`config.mk`:
```
export PLATFORM = sky130hd
export DESIGN_NAME = mux_input_conditioner
export DESIGN_NICKNAME = d
export VERILOG_FILES = /design/src/rtl/mux_input_conditioner.sv
export SDC_FILE = /design/constraint.sdc
export NUM_CORES = 1
export LEC_CHECK = 0
export ABC_CLOCK_PERIOD_IN_PS = 2550
export CELL_PAD_IN_SITES_DETAIL_PLACEMENT = 0
export CELL_PAD_IN_SITES_GLOBAL_PLACEMENT = 1
export CORE_MARGIN = 1.5
export CORE_UTILIZATION = 35
export DETAILED_ROUTE_END_ITERATION = 16
export PLACE_DENSITY = 0.65
export SKIP_CTS_REPAIR_TIMING = 1
export SLEW_MARGIN = 30
export SYNTH_ARGS = -nofsm -noshare
export SYNTH_HDL_FRONTEND = slang
export SYNTH_SLANG_ARGS = --single-unit
```
`constraint.sdc`:
```
create_clock -name clk -period 2.55 [get_ports clk]
set_clock_uncertainty 0.15 [all_clocks]
set_input_delay 0.51 -clock clk [delete_from_list [all_inputs] [get_ports clk]]
set_output_delay 0.51 -clock clk [all_outputs]
set_load 0.02 [all_outputs]
```
`src/rtl/mux_input_conditioner.sv`:
```
`default_nettype none
// ============================================================================
// Module      : mux_input_conditioner
// Description : Synchronises and debounces two 4-bit switch banks and a select
//               input feeding a downstream 2:1 mux; flags output changes.
//               Optional macro SEL_TOGGLE_EN makes the select a toggle button.
// Revision    : 1.0 - initial release
// ============================================================================
module mux_input_conditioner #(
    parameter int DEBOUNCE_CYCLES = 16
) (
    input  logic       clk,
    input  logic       rst,
    input  logic [3:0] A_SW,
    input  logic [3:0] B_SW,
    input  logic       SEL_BTN,
    output logic [3:0] A,
    output logic [3:0] B,
    output logic       S,
    output logic       CHG
);

    localparam int               c_cnt_w   = $clog2(DEBOUNCE_CYCLES);
    localparam logic [c_cnt_w-1:0] c_cnt_max = c_cnt_w'(DEBOUNCE_CYCLES - 1);

    // Packed raw bus: [3:0] bank A, [7:4] bank B, [8] select input
    logic [8:0] w_raw;
    logic [8:0] r_sync1;
    logic [8:0] r_sync2;
    logic [8:0] w_stable;
    logic       w_sel;
    logic [8:0] w_outs;
    logic [8:0] r_outs_prev;
    logic       r_chg;

    assign w_raw = {SEL_BTN, B_SW, A_SW};

    always_ff @(posedge clk or posedge rst) begin
        if (rst) begin
            r_sync1 <= '0;
            r_sync2 <= '0;
        end else begin
            r_sync1 <= w_raw;
            r_sync2 <= r_sync1;
        end
    end

    // One debouncer per group; each group qualifies its whole vector at once
    for (genvar g = 0; g < 3; g++) begin : g_grp
        localparam int c_lo = (g == 2) ? 8 : g * 4;
        localparam int c_w  = (g == 2) ? 1 : 4;

        logic [c_w-1:0]     w_smp;
        logic [c_w-1:0]     r_cand;
        logic [c_w-1:0]     r_stable;
        logic [c_cnt_w-1:0] r_cnt;

        assign w_smp = r_sync2[c_lo +: c_w];

        always_ff @(posedge clk or posedge rst) begin
            if (rst) begin
                r_cand   <= '0;
                r_stable <= '0;
                r_cnt    <= '0;
            end else if (w_smp != r_cand) begin
                r_cand <= w_smp;
                r_cnt  <= '0;
            end else if (r_cnt < c_cnt_max) begin
                r_cnt <= r_cnt + c_cnt_w'(1);
            end else begin
                r_stable <= r_cand;
            end
        end

        assign w_stable[c_lo +: c_w] = r_stable;
    end

`ifdef SEL_TOGGLE_EN
    logic r_btn_prev;
    logic r_sel;

    // Momentary button: flip the select on each accepted press
    always_ff @(posedge clk or posedge rst) begin
        if (rst) begin
            r_btn_prev <= 1'b0;
            r_sel      <= 1'b0;
        end else begin
            r_btn_prev <= w_stable[8];
            if (w_stable[8] && !r_btn_prev) begin
                r_sel <= ~r_sel;
            end
        end
    end

    assign w_sel = r_sel;
`else
    assign w_sel = w_stable[8];
`endif

    assign w_outs = {w_sel, w_stable[7:0]};

    always_ff @(posedge clk or posedge rst) begin
        if (rst) begin
            r_outs_prev <= '0;
            r_chg       <= 1'b0;
        end else begin
            r_outs_prev <= w_outs;
            r_chg       <= (w_outs != r_outs_prev);
        end
    end

    assign A   = w_stable[3:0];
    assign B   = w_stable[7:4];
    assign S   = w_sel;
    assign CHG = r_chg;

endmodule
`default_nettype wire

```
# ---- Word level (Yosys, flattened, before mapping)
# Cells that the tools add are included.
dict set report classes {
  add_sub_neg 3
  magnitude_cmp 3
  n_eq_ne 4
  mux 6
  n_bitwise 6
  reduce_logical 6
}
# op count
set op_table {}
lappend op_table {{4-bit two-way mux} 6}
lappend op_table {{4-bit by 1-bit adder with 4-bit output (second input constant)} 3}
lappend op_table {{4-bit < comparator (second input constant)} 3}
lappend op_table {{9-bit inequality test} 1}
lappend op_table {{4-bit inequality test} 2}
lappend op_table {{1-bit NOT} 6}
lappend op_table {{2-bit AND reduction} 3}
lappend op_table {{2-bit nonzero test} 3}
lappend op_table {{1-bit inequality test} 1}
dict set report totals {
  reg_bits 58
  out_inout_bits 10
  elab_cells 41
}

# ---- Logic depth before layout (Yosys ltp)
dict set report depth {
  ltp_word 3
  ltp_mapped 4
  ltp_nobuf 4
}

# ---- Worst setup path before layout
# No wires, ideal clock.
dict set report synth_timing {
  path_type {reg2reg}
  from {reg g_grp[1].r_cnt[0]}
  to {reg g_grp[1].r_stable[0], in the netlist B[0]}
  setup_ps 125
  t_arrival_ps 1275
  t_required_ps 2275
  slack_ps 1000
  stages_incl_launch_ff 5
  path_buffers 0
  synth_period_minus_slack_ps 1550
  path_cell_list {dfrtp_1 -> ha_1 -> nand3_1 -> nor2_4 -> mux2_2}
}
dict set report synth_between {
  elab_chain_len 3
}
# item line
set synth_rtl {}
lappend synth_rtl {{start: declaration} 56} ;# logic [c_cnt_w-1:0] r_cnt;
lappend synth_rtl {{start signal: assignment} 69} ;# r_cnt <= r_cnt + c_cnt_w'(1);
lappend synth_rtl {{4-bit < comparator} 68} ;# end else if (r_cnt < c_cnt_max) begin
lappend synth_rtl {{1-bit NOT (no line)} --}
lappend synth_rtl {{2-bit AND reduction (no line)} --}
lappend synth_rtl {{end signal: assignment} 71} ;# r_stable <= r_cand;
lappend synth_rtl {{end: declaration} 55} ;# logic [c_w-1:0] r_stable;
# No other way between the ends.
# A chain may end at the register's enable or synchronous reset.

# ---- Final worst setup path
dict set report layout_timing {
  from {reg g_grp[2].r_stable, in the netlist S}
  to {out S}
}
# item line
set layout_lines {}
lappend layout_lines {{start: declaration} 55}
lappend layout_lines {{start signal: assignment} 71}
lappend layout_lines {{end: declaration} 19} ;# output logic S,
# No word-level cell between the ends.

==> results.yml <==
outcome:
  status: "complete, no violations"
synth:
  synth_compound_area_share_pct: 1.627
  syn_avg_cell_area_um2: 14.12
  ys_seq_area_share_pct: 69.92
  synthAdderAreaFrac_pct: 1.808
  syn_inst: 147
  syn_nets: 161
  yosysWarnings: 0
  synthXorXnorAreaFrac_pct: 8.861
  yosysUniqueCellTypes: 21
  synth_ff_type: "dfrtp_1"
  synth_edf_count: 0
  yosys.area.top_type: "dfrtp_1"
  synth-seq-cells: 58
  synth_top_family_by_area: "simple AND/OR/NAND/NOR gates"
  yosysMostFrequentCell: "dfrtp_1"
  synth_top_area_share_pct: 69.92
  syn-cell-area_mm2: 0.002076
  yosys-top-cells-area: "dfrtp_1 (70%), xnor2_1 (5.5%), mux2_2 (3.8%)"
  synthMuxAreaShare_pct: 5.787
  synth_simple_gate_area_share_pct: 10.19
  synthTopCellsByCount: "dfrtp_1 (58), xnor2_1 (13), nor2_1 (12)"
  async_reset_ff_share_pct: 100.0
route:
  drc_errors: 0
  wl_per_cell_um: 12.71
  dr.pass1.iters: 4
  vias_per_cell: 4.514
  ant_nets: 0
  vias: 1115
  drt_wl_total_um: 3140
  dr.first_iter.drc_count: 77
die:
  die_w_um: 80.01
  start_util_pct: 37.01
  dieArea_mm2: 0.006402
  die_h_um: 80.01
  ios: 21
  rows: 27
  core_mm2: 0.005608
placed_design:
  hpwl_um: 2171
  place_ws_ns: 0.8514
  gp_congestion: 0.7195
  place_area_mm2: 0.002352
  io_buffer_count: 20
  dp.cells: 231
critical_path:
  arrival_ns: 1.37
  path_cells: "clkdlybuf4s50_1"
  r2r_cells: 4
  critPathTopFamily: "buffers and inverters"
  crit_type: "reg -> out"
  crit_cells: 1
  worstPathRequired_ns: 1.89
  crit_slowest_cell: "clkdlybuf4s50_1"
  max_stage_delay_ns: 0.63
  timing.rr.start: "g_grp[1].r_cnt[0]"
  cp-end-kind: "output port"
  critPathMaxFanout: 5
  cp_num_buf_inv: 1
  start_kind: "flop"
  crit_path_start: "S"
timing:
  worst_slew_pin_slew_ns: 0.3350
  fin_crit_sh_pct: 79.69
  slew_violations: 0
  timing.setup.tns_ns: 0
  timing.hold.ws_ns: 0.1981
  hold_viol: 0
  max_slew_margin_pct: 77.59
  setup_slack_ns: 0.5180
  setup_viol: 0
  rsz0062_at_grt: "no"
  fmax_mhz: 492.1
  min_period_ns: 2.032
global_routing:
  grt_pass1_wl_um: 5727
  grt_pass1_vias: 1213
  grt_max_degree: 59
  grt_util_all_layers_pct: 12.65
  antenna_found_initial: 0
  grt_overflow: 0
cells_and_area:
  design_area_mm2: 0.002590
  final_util_pct: 46.18
  n_fill_cell: 516
  fin_cells: 247
  syn2layout_area_growth_pct: 24.77
  drive_gt1_share_pct: 16.57
  final_nets: 184
  antenna_cells: 0
clocking:
  clk_pin_slew_worst_paths_ns: 0.06
  cts.htree.levels: 3
  cts_buffer_depth: 2
  cts_buffers: 9
  clock_sinks: 58
  cts_root_buffer: "clkbuf_8"
  clk_latency_ns: 0.33
  cts_tree: "done"
min_path:
  whs_path_depth: 0
  hp-start: "r_sync1[2]"
  hold_class: "reg -> reg"
pwr:
  vdd_ir_drop_max_mv: 0.3076
  power.density_mw_per_mm2: 782.1
  leakagePower_nw: 1.196
  p_total_mw: 2.026
flow_run:
  cap_viol_max_count: 0
[final timing paths]
kind                                   to  slack (ns)
setup / recovery                        S        0.52
hold / removal                 r_sync2[2]        0.20
setup reg to reg                     B[2]        0.86
hold reg to reg                r_sync2[2]        0.20
max in group asynchronous  r_outs_prev[4]        1.61
min in group asynchronous      r_sync1[3]        0.40
[flip-flops by register name, summed over array words and instances (netlist names)]
signal,count
A,4
B,4
CHG,1
S,1
g_grp.r_cand,9
g_grp.r_cnt,12
r_outs_prev,9
r_sync1,9
r_sync2,9
[metal layers]
| metal | vias to the layer above | track usage (%) | part of all wire [%] |
|---|---|---|---|
| li1 | 538 | - | - |
| met1 | 546 | 15.36 | 45 |
| met2 | 21 | 18.32 | 47 |
| met3 | 10 | 4.914 | 4.8 |
| met4 | 0 | 8.793 | 3.3 |
| met5 | - | 0 | 0 |
[power breakdown]
group	switching (mW)	internal, mW
combinational	0.0397	0.0382
clock	0.345	0.628
sequential	0.0236	0.952
[cell usage in the layout, fill, tap and decap left out, types with 5 or more instances in the layout]
cell and instances:
clkbuf_8 12, clkdlybuf4s50_1 20, dfrtp_1 58, mux2_2 7, nand2_1 5, nand3_1 6, nor2_1 12, nor3_1 7
xnor2_1 13, xor2_1 8
[layout make-up]
| cell class | instances | area, µm² | area share [%] |
|---|---|---|---|
| Sequential cell | 58 | 1451 | 56.04 |
| Multi-Input combinational cell | 79 | 586.8 | 22.66 |
| Timing Repair Buffer | 21 | 220.2 | 8.502 |
| Clock buffer | 12 | 165.2 | 6.377 |
| Tap cell | 72 | 90.09 | 3.478 |
| Clock inverter | 4 | 72.57 | 2.802 |
| Inverter | 1 | 3.754 | 0.1449 |
[kinds of logic after synthesis]
| group | after synthesis |
|---|---|
| mux | 11 |
| compound gates | 5 |
| flops | 58 |
| buf+inv | 10 |
| xor+xnor | 21 |
| simple gates | 39 |
| fa+ha+maj | 3 |
Note: power is estimated with default switching activity, not from simulation.
